$ cat src/rtl/cpu_ctrl_pkg.sv
// Shared definitions for the RV32I multi-cycle sequencer.
// State codes are visible on the state port, so they are fixed.
package cpu_ctrl_pkg;

  typedef enum logic [2:0] {
    ST_IDLE  = 3'd0,
    ST_FETCH = 3'd1,
    ST_EXEC  = 3'd2,
    ST_WB    = 3'd3,
    ST_HALT  = 3'd4,
    ST_FAULT = 3'd5
  } state_e;

  localparam logic [31:0] INST_NOP    = 32'h0000_0013;
  localparam logic [31:0] INST_EBREAK = 32'h0010_0073;
  localparam logic [31:0] PC_STEP     = 32'd4;

  function automatic logic is_ebreak(
    input logic [31:0] w
  );
    return w == INST_EBREAK;
  endfunction

endpackage

$ cat src/rtl/fetch_watchdog.sv
// Counts consecutive un-acked fetch cycles.
// expire_o flags the last allowed cycle; FETCH_TIMEOUT=0 disables it.
module fetch_watchdog #(
  parameter int unsigned FETCH_TIMEOUT = 16
) (
  input  logic clk_i,
  input  logic rst_ni,
  input  logic clr_i,
  input  logic en_i,
  output logic expire_o
);

  localparam int unsigned CW =
    (FETCH_TIMEOUT > 1) ? $clog2(FETCH_TIMEOUT) : 1;
  localparam logic [CW-1:0] LAST = CW'(FETCH_TIMEOUT - 1);
  localparam logic ENABLED = (FETCH_TIMEOUT != 0);

  logic [CW-1:0] cnt_q;

  always_ff @(posedge clk_i or negedge rst_ni) begin
    if (!rst_ni) begin
      cnt_q <= '0;
    end else if (clr_i) begin
      cnt_q <= '0;
    end else if (en_i) begin
      cnt_q <= cnt_q + CW'(1);
    end
  end

  assign expire_o = ENABLED && en_i && (cnt_q == LAST);

endmodule

$ cat src/rtl/cpu_seq_ctrl.sv
// Multi-cycle FETCH/EXEC/WB sequencer for the RV32I datapath.
// Owns pc, the instruction register, instret and the fetch watchdog.
module cpu_seq_ctrl #(
  parameter logic [31:0] RESET_PC      = 32'h0000_0000,
  parameter int unsigned FETCH_TIMEOUT = 16
) (
  input  logic        clk,
  input  logic        reset,
  input  logic        start,
  input  logic        stop_req,
  output logic        imem_req,
  output logic [31:0] imem_addr,
  input  logic        imem_ack,
  input  logic [31:0] imem_rdata,
  output logic [31:0] inst,
  output logic [31:0] pc,
  input  logic        dec_w_enable,
  output logic        rf_w_enable,
  output logic [2:0]  state,
  output logic        halted,
  output logic        fault,
  output logic [31:0] instret
);

  import cpu_ctrl_pkg::*;

  state_e      state_q;
  logic [31:0] pc_q;
  logic [31:0] inst_q;
  logic [31:0] instret_q;
  logic        halted_q;
  logic        fault_q;

  logic in_fetch;
  logic wd_clr;
  logic wd_en;
  logic wd_expire;

  assign in_fetch = (state_q == ST_FETCH);
  assign wd_en    = in_fetch && !imem_ack;
  assign wd_clr   = !in_fetch || imem_ack;

  fetch_watchdog #(
    .FETCH_TIMEOUT(FETCH_TIMEOUT)
  ) u_wd (
    .clk_i   (clk),
    .rst_ni  (reset),
    .clr_i   (wd_clr),
    .en_i    (wd_en),
    .expire_o(wd_expire)
  );

  always_ff @(posedge clk or negedge reset) begin
    if (!reset) begin
      state_q   <= ST_IDLE;
      pc_q      <= RESET_PC;
      inst_q    <= INST_NOP;
      instret_q <= '0;
      halted_q  <= 1'b0;
      fault_q   <= 1'b0;
    end else begin
      unique case (state_q)
        ST_IDLE: begin
          if (start) state_q <= ST_FETCH;
        end
        ST_FETCH: begin
          // an ack on the watchdog's last cycle still completes the fetch
          if (imem_ack) begin
            inst_q <= imem_rdata;
            if (is_ebreak(imem_rdata)) begin
              state_q  <= ST_HALT;
              halted_q <= 1'b1;
            end else begin
              state_q <= ST_EXEC;
            end
          end else if (wd_expire) begin
            state_q <= ST_FAULT;
            fault_q <= 1'b1;
          end
        end
        ST_EXEC: begin
          state_q <= ST_WB;
        end
        ST_WB: begin
          pc_q      <= pc_q + PC_STEP;
          instret_q <= instret_q + 32'd1;
          state_q   <= stop_req ? ST_IDLE : ST_FETCH;
        end
        ST_HALT: begin
          // EBREAK is stepped over on resume but never retired
          if (start) begin
            pc_q     <= pc_q + PC_STEP;
            halted_q <= 1'b0;
            state_q  <= ST_FETCH;
          end
        end
        ST_FAULT: begin
          state_q <= ST_FAULT;
        end
        default: begin
          state_q  <= ST_IDLE;
          halted_q <= 1'b0;
        end
      endcase
    end
  end

  assign imem_req    = in_fetch;
  assign imem_addr   = pc_q;
  assign inst        = inst_q;
  assign pc          = pc_q;
  assign instret     = instret_q;
  assign state       = state_q;
  assign halted      = halted_q;
  assign fault       = fault_q;
  assign rf_w_enable = (state_q == ST_WB) && dec_w_enable;

endmodule

$ cat config.mk
export PLATFORM = sky130hd
export DESIGN_NAME = cpu_seq_ctrl
export DESIGN_NICKNAME = d
export VERILOG_FILES = /design/src/rtl/cpu_ctrl_pkg.sv /design/src/rtl/fetch_watchdog.sv /design/src/rtl/cpu_seq_ctrl.sv
export SDC_FILE = /design/constraint.sdc
export NUM_CORES = 1
export LEC_CHECK = 0
export CORE_MARGIN = 1.5
export CORE_UTILIZATION = 46
export DETAILED_ROUTE_END_ITERATION = 8
export PLACE_DENSITY_LB_ADDON = 0.08
export SLEW_MARGIN = 25
export SYNTH_ARGS = -nofsm -noshare
export SYNTH_HDL_FRONTEND = slang
export SYNTH_HIERARCHICAL = 1
export SYNTH_SLANG_ARGS = --single-unit
$ cat constraint.sdc
create_clock -name clk -period 2.65 [get_ports clk]
set_clock_uncertainty 0.05 [all_clocks]
set_input_delay 0.795 -clock clk [delete_from_list [all_inputs] [get_ports clk]]
set_output_delay 0.795 -clock clk [all_outputs]
set_load 0.05 [all_outputs]
Word-level counts from Yosys, hierarchy flattened --
Cells that the tools add are included.
Cells by class: $add $sub $neg 3, $mul 0, divide/modulo/power cells 0, magnitude comparators 0, equal/unequal tests 12, shift-type cells 0, multiplexer cells 14, bitwise logic cells 2, reductions and logical operators 16
Operators by type and width (number):
- 32-bit case mux with 2 select lines | 1
- 32-bit by 1-bit adder with 32-bit output, second input constant | 1
- 32-bit by 3-bit adder with 32-bit output, second input constant | 1
- 32-bit by 21-bit == test with 1-bit output, second input constant | 1
- 32-bit 2-to-1 mux | 1
- 3-bit case mux with 5 select lines | 1
- 3-bit 2-to-1 mux | 4
- 4-bit 2-to-1 mux | 2
- 3-bit by 2-bit == test with 1-bit output, second input constant | 2
- 3-bit == test, second input constant | 2
- 2-bit AND reduction | 3
- 4-bit by 1-bit adder with 4-bit output, second input constant | 1
- 4-bit == test, second input constant | 1
- 1-bit 2-to-1 mux | 4
- 2-bit by 1-bit != test with 1-bit output, second input constant | 2
- 2-bit != test, second input constant | 2
- 4-bit AND reduction | 1
- 2-bit nonzero test | 2
- 4-bit OR reduction | 1
- 3-bit by 1-bit == test with 1-bit output, second input constant | 1
- 1-bit logical AND | 3
- 3-bit zero test | 1
- 3-bit by 2-bit != test with 1-bit output, second input constant | 1
- 1-bit case mux with 3 select lines | 1
- 5 further kinds | 7
Word-level totals: flip-flop bits (word level) 105, latch bits 0, bits in writable memories 0, bits in read-only memories 0, bits of input ports 38, output and inout port bits 135, logic and storage cells 54, memories 0

Longest topological paths before layout --
Gate-level depths: netlist (run 1).
depth after elaboration 6, gate-level depth with buffers 9, depth with buffers taken out 7

Hierarchy --
Netlist (run 1), hierarchy kept.
By module, submodules not included:
- cpu_seq_ctrl | times used 1, cells each 457, area an instance 4739.5 µm², sequential area each 2481.1 µm²
- fetch_watchdog | times used 1, cells each 18, area an instance 227.7 µm², sequential area each 100.1 µm²

Worst setup path before layout (run 1) --
OpenSTA, ideal clock, no wires.
path kind register to register, from reg state_q[0] (netlist: state[0]), to reg state_q[0] (netlist: state[0]), library setup time 0.119 ns, data arrival time 2.602 ns, data required time 2.481 ns, slack -0.121 ns, cell stages (with the launch flop) 10, buffers on the path 2, period minus slack after synthesis 2.771 ns, path through dfrtp_1 -> buf_6 -> nor3b_2 -> and2_1 -> buf_6 -> and4_1 -> inv_1 -> a21oi_1 -> a311oi_1 -> o21a_1
Between the ends: cells in the longest elaborated chain, start to end 5, elaborated cells on any way between the ends 13, classes of those cells eq/ne (7); mux (1); reduce/logical (5)
Ends and longest elaborated chain:
- from (decl) | RTL line cpu_seq_ctrl.sv:27 | state_e state_q;
- from (signal assigned) | RTL line cpu_seq_ctrl.sv:87 | state_q <= stop_req ? ST_IDLE : ST_FETCH;
- 3-bit by 1-bit == test with 1-bit output | RTL line cpu_seq_ctrl.sv:39 | assign in_fetch = (state_q == ST_FETCH);
- net imem_req | RTL line cpu_seq_ctrl.sv:11 | output logic imem_req,
- 1-bit logical AND | RTL line cpu_seq_ctrl.sv:40 | assign wd_en = in_fetch && !imem_ack;
- net wd_en | RTL line cpu_seq_ctrl.sv:36 | logic wd_en;
- 1-bit logical AND | RTL line fetch_watchdog.sv:30 | assign expire_o = ENABLED && en_i && (cnt_q == LAST);
- net wd_expire | RTL line cpu_seq_ctrl.sv:37 | logic wd_expire;
- 3-bit by 2-bit != test with 1-bit output (no source line)
- 2-bit AND reduction (no source line)
The timed path passes the listed nets, and every way through them passes these cells. A chain may end at the register's enable or synchronous reset.

Final worst setup path (run 1) --
from reg instret_q[6] (netlist: instret[6]), to out instret[6]
RTL lines:
- from (decl) | RTL line cpu_seq_ctrl.sv:30 | logic [31:0] instret_q;
- from (signal assigned) | RTL line cpu_seq_ctrl.sv:86 | instret_q <= instret_q + 32'd1;
- to (decl) | RTL line cpu_seq_ctrl.sv:22 | output logic [31:0] instret
No word-level cell between the ends.

==> results of run 1 <==
==> stage by stage <==
step,std cells,area (um^2),hold WS (ns),total power [mW]
final,758,6770,0.413,6.22
after global routing,758,6770,0.455,6.56
after CTS,758,6770,0.414,6.29
after detailed placement,742,6580,0.400,5.32
after global placement,742,6580,0.397,5.28
after floorplan,478,4980,0.449,4.30
==> worst reg2reg max path, cell delays in order, from the launching register on <==
cell and delay [ns]:
dfrtp_1 0.49, buf_4 0.21, nor3b_4 0.30, and2_1 0.18, and4_1 0.23, inv_1 0.05, a21oi_1 0.14, a311oi_1 0.07
o21a_1 0.19
==> power by group through the flow <==
| stage | clock, mW | combinational, mW | sequential [mW] |
|---|---|---|---|
| 3_5_place_dp | 0 | 3.11 | 2.20 |
| 4_1_cts | 0.992 | 3.11 | 2.19 |
| 2_1_floorplan | 0 | 1.01 | 3.29 |
| 3_3_place_gp | 0 | 3.09 | 2.19 |
| 5_1_grt | 1.05 | 3.28 | 2.23 |
| 6_report | 0.951 | 3.08 | 2.18 |
==> kinds of logic (layout without fill, tap and decap cells) <==
| group | count (synthesis) | count (layout) |
|---|---|---|
| AO/OA/AOI/OAI | 14 | 14 |
| adder cells (fa/ha/maj) | 3 | 3 |
| XOR/XNOR | 61 | 61 |
| buffers and inverters | 53 | 197 |
| AND/OR/NAND/NOR | 237 | 237 |
| flip-flops | 103 | 103 |
| other | 1 | 4 |
| multiplexers | 3 | 3 |
==> sequential cells by signal, indices dropped and copies added, names as in the netlist <==
signal,cells
inst,32
instret,32
imem_addr,30
u_wd/cnt_q,4
state,3
fault,1
halted,1
==> per-layer routing <==
layer | track usage | vias up
li1 | - | 1850
met1 | 0.250 | 1884
met2 | 0.338 | 118
met3 | 0.0669 | 8
met4 | 0.0543 | 0
met5 | 0 | -
==> layout by cell type (no fill, tap or decap), types with 4 or more instances in the layout <==
master / instances
a21oi_1: 4
and2_1: 8
and3_1: 7
and4_1: 8
buf_4: 12
clkbuf_8: 9
clkdlybuf4s50_1: 162
conb_1: 4
dfrtp_1: 100
inv_1: 4
nand2_1: 119
nand2b_1: 4
nand3_1: 24
nand4_1: 31
nor2_1: 12
nor4_4: 5
nor4b_1: 4
xnor2_1: 56
xor2_1: 5
==> area by class of cell <==
type | instances | share of cell area
Clock buffer | 10 | 0.0189
Inverter | 4 | 0.00222
Tap cell | 136 | 0.0252
Multi-Input combinational cell | 322 | 0.301
Clock inverter | 6 | 0.00906
Sequential cell | 103 | 0.382
Timing Repair Buffer | 177 | 0.262
==> worst min path at each step <==
stage,to,startpoint,slack (ns),cells past startpoint
2_1_floorplan,fault,reset,0.45,0
5_1_grt,imem_addr[18],reset,0.46,2
6_report,inst[0],inst[0],0.41,2
4_1_cts,inst[0],inst[0],0.41,2
3_5_place_dp,inst[0],inst[0],0.40,2
3_3_place_gp,inst[0],inst[0],0.40,2
==> reports/metrics.cfg, run 1 <==
[outcome]
status=complete, no violations

[worst_setup_path]
worst_path_largest_cell_delay_ns=0.86
path_buf_inv=1
timing_worst_setup_path_type=reg2out
rr_endpoint=state[0]
cp.required_ns=1.81
crit_family=buffers and inverters
cp_data_arrival_time_ns=1.73
r2r-start=state[1]
endpoint=instret[6]
cp.depth=1
crit_path_end_kind=primary output
path_cells=clkdlybuf4s50_1
worstSetupStartpointType=flip-flop
r2r_slack_ns=0.63
rr_worst_depth=8
cp_slowest_cell=clkdlybuf4s50_1
critPathMaxFanout=7
startpoint=instret[6]

[global_routing]
antenna_found_initial=0
grt_pass1_wl_um=18200
grt_max_degree=104
grt_pass1_vias=3686
overflow=0
track_usage=0.202

[cts]
cts_inserted_buffers=9
cts_tree=built
postCtsSetupRepairBufs=0
clk_latency_ns=0.36
hold_buffers=0
cts_max_path_buffers=2
clock-sinks=103
cts_max_level=3
cts_root_buffer=clkbuf_8
path_clk_slew_ns=0.10
post_cts_resize_count=0

[detailed_routing]
wl_met3_um=851
met2WireLength_um=5450
routed.top_layer=met4
wl_per_cell_um=14.4
first_pass_iters=5
wirelength_um=10900
drt_iter0_markers=163
drc=0
postRouteAntennaNets=0
drt-vias-per-instance=5.09
vias=3860
drt-met1-wl_um=4550

[sta]
setup_tns_ns=0
period_share=0.971
max_clock_freq_mhz=388
setup_ws_ns=0.0759
rsz0062_at_grt=false
setup_violations=0
worstMarginPinSlew_ns=0.633
slew_headroom=0.578
min_period_ns=2.57
slew_viol_final=0
hold_viol=0

[synth]
synth_area_leaders=dfrtp_1, xnor2_1, nand2_1
synthSimpleGateAreaFrac=0.262
synth-warning-count=6
ys_seq_area_frac=0.520
synth_area_per_cell_um2=10.5
synth.distinct_cells=44
ys_seq_elements=103
synth_ff_type=dfrtp_1
synth_mux_area_frac=0.00730
synthArstFlopShare=1.00
synth_top_family_by_area=simple AND/OR/NAND/NOR gates
synth-compound-area-share=0.0212
yosysTopAreaCell=dfrtp_1
synth.most_common_cell=nand2_1
synth_enable_flop_cells=0
synth_top_area_frac=0.504
synthAdderAreaFrac=0.00756
netlist_top_cells_count=nand2_1, dfrtp_1, xnor2_1
synth_area_um2=4970
synth_xor_area_frac=0.108
netlist_instances=475

[final_layout]
nFillCells=876
diodes=0
area_growth_pct=36.2
register_area_um2=2580
nets=658
fin_util=0.649
drive_gt1_frac=0.0756
multi_input_area_um2=2040

[power_and_ir_drop]
power_density_nw_per_um2=919
p_clk_frac=0.153
p_leak_nw=2.99
peakVddDrop_uv=852
power_frac_comb=0.496
power.switching_mw=2.84
cellInternalPower_mw=3.37
pwr-share-seq=0.351
swShare=0.458

[place]
gp_congestion=0.769
dp_worst_setup_slack_ns=0.197
dpl.hpwl_um=7880
numPortBuffers=168

[floorplan]
die_w_um=107
row_count=37
start_util=0.477
die_area_um2=11400
io_pins=173
die_h_um=107
core_um2=10400

[run]
cap_violations=0

[min_path]
min_path_type=reg2reg

Note: power is estimated with default switching activity, not from simulation.
==> inputs of run 2 (changes only) <==
Settings changed: CORE_ASPECT_RATIO set to 0.75.
==> reports/metrics.cfg, run 2 (synthesis results as in run 1) <==
[global_routing]
grt_pass1_wl_um=19600  ; was 18200 um
antenna_found_initial=0  ; unchanged
grt_max_degree=61  ; was 104
grt_pass1_vias=3741  ; was 3686
overflow=0  ; unchanged
track_usage=0.218  ; was 0.202

[outcome]
status=complete, no violations  ; unchanged

[cts]
cts_max_path_buffers=2  ; unchanged
hold_buffers=0  ; unchanged
cts_max_level=3  ; unchanged
cts_inserted_buffers=9  ; unchanged
post_cts_resize_count=0  ; unchanged
clock-sinks=103  ; unchanged
path_clk_slew_ns=0.07  ; was 0.10 ns
cts_tree=built  ; unchanged
cts_root_buffer=clkbuf_16  ; was clkbuf_8
clk_latency_ns=0.34  ; was 0.36 ns
postCtsSetupRepairBufs=0  ; unchanged

[final_layout]
area_growth_pct=38.6  ; was 36.2%
drive_gt1_frac=0.0769  ; was 0.0756
layout_commonest_cell=clkdlybuf4s50_1  ; unchanged
diodes=0  ; unchanged
nFillCells=854  ; was 876
multi_input_area_um2=2040  ; unchanged
final_cell_mix=clkdlybuf4s50_1, nand2_1, dfrtp_1  ; unchanged
nets=660  ; was 658
register_area_um2=2580  ; unchanged

[detailed_routing]
vias=3837  ; was 3860
first_pass_iters=4  ; was 5
wl_per_cell_um=15.3  ; was 14.4 um
drt-vias-per-instance=5.05  ; was 5.09
drc=0  ; unchanged
wirelength_um=11600  ; was 10900 um
drt_iter0_markers=196  ; was 163
postRouteAntennaNets=0  ; unchanged

[floorplan]
die_h_um=93.0  ; was 107 um
die_area_um2=11400  ; about the same
die_w_um=123  ; was 107 um
io_pins=173  ; unchanged
core_um2=10400  ; about the same
row_count=32  ; was 37
start_util=0.477  ; about the same

[power_and_ir_drop]
power_density_nw_per_um2=959  ; was 919 nW/um^2
peakVddDrop_uv=976  ; was 852 uV
p_leak_nw=3.04  ; was 2.99 nW

[min_path]
min_path_type=in2async  ; was reg2reg

[place]
gp_congestion=0.811  ; was 0.769
dpl.hpwl_um=8480  ; was 7880 um
numPortBuffers=168  ; unchanged

[sta]
worstMarginPinSlew_ns=0.724  ; was 0.633 ns
hold_viol=0  ; unchanged
hold_ws_ns=0.253  ; was 0.413 ns
period_share=0.971  ; about the same
slew_headroom=0.518  ; was 0.578
max_clock_freq_mhz=389  ; was 388 MHz
min_period_ns=2.57  ; about the same
setup_tns_ns=0  ; unchanged
slew_viol_final=0  ; unchanged
rsz0062_at_grt=false  ; unchanged
setup_violations=0  ; unchanged

[worst_setup_path]
timing_worst_setup_path_type=reg2out  ; unchanged
path_buf_inv=1  ; unchanged
critPathMaxFanout=7  ; unchanged
worst_path_largest_cell_delay_ns=0.88  ; was 0.86 ns
crit_family=buffers and inverters  ; unchanged
path_cells=clkdlybuf4s50_1  ; unchanged
crit_path_end_kind=primary output  ; unchanged
cp_slowest_cell=clkdlybuf4s50_1  ; unchanged
worstSetupStartpointType=flip-flop  ; unchanged
cp_data_arrival_time_ns=1.73  ; about the same
cp.required_ns=1.81  ; about the same

[run]
cap_violations=0  ; unchanged

run 2: cell count changes in the layout (fill, tap and decap cells not counted):
cell / before / now
buf_4: 12 / 14
clkbuf_1: 1 / 2
clkbuf_16: 0 / 9
clkbuf_8: 9 / 0
clkinv_2: 3 / 1
clkinvlp_4: 1 / 2
run 2: cell type report:
type                            count  area share
Sequential cell                   103       0.375
Timing Repair Buffer              179       0.260
Clock inverter                      5     0.00854
Inverter                            4     0.00218
Clock buffer                       11      0.0338
Tap cell                          136      0.0247
Multi-Input combinational cell    322       0.296
run 2: metal layers:
| metal | up-vias | global-route usage | wire length (um) |
|---|---|---|---|
| met5 | - | 0 | 0 |
| met2 | 114 | 0.334 | 5470 |
| li1 | 1852 | - | - |
| met3 | 12 | 0.0646 | 662 |
| met1 | 1859 | 0.310 | 5370 |
| met4 | 0 | 0.0393 | 112 |
run 2: path summary, 6_finish.rpt:
| path | startpoint | to | slack (ns) | depth (start not counted) |
|---|---|---|---|---|
| worst min-delay path | reset | imem_addr[10] | 0.25 | 1 |
| worst min register to register | inst[0] | inst[0] | 0.41 | 2 |
| worst max register to register | state[2] | state[0] | 0.59 | 8 |
| max in group asynchronous | reset | imem_addr[30] | 1.67 | 2 |
| min in group clk | inst[0] | inst[0] | 0.41 | 2 |
| worst max-delay path | instret[6] | instret[6] | 0.08 | 1 |
run 2: power by group:
part / leakage [nW] / total, mW / internal [mW] / switching [mW]
Clock: 0.136 / 1.31 / 0.734 / 0.579
Combinational: 1.54 / 3.11 / 1.03 / 2.08
Sequential: 1.36 / 2.18 / 1.92 / 0.261
run 2: metrics by stage:
stage	worst slack (ns)	power [mW]	cell area [um^2]	instances	util
after floorplan	0.0881	4.30	4980	478	-
after global placement	0.240	5.27	6590	744	0.633
after detailed placement	0.145	5.34	6590	744	0.633
after CTS	0.0604	6.67	6880	760	0.661
after global routing	0.0208	6.93	6880	760	0.661
final	0.0769	6.60	6880	760	0.661
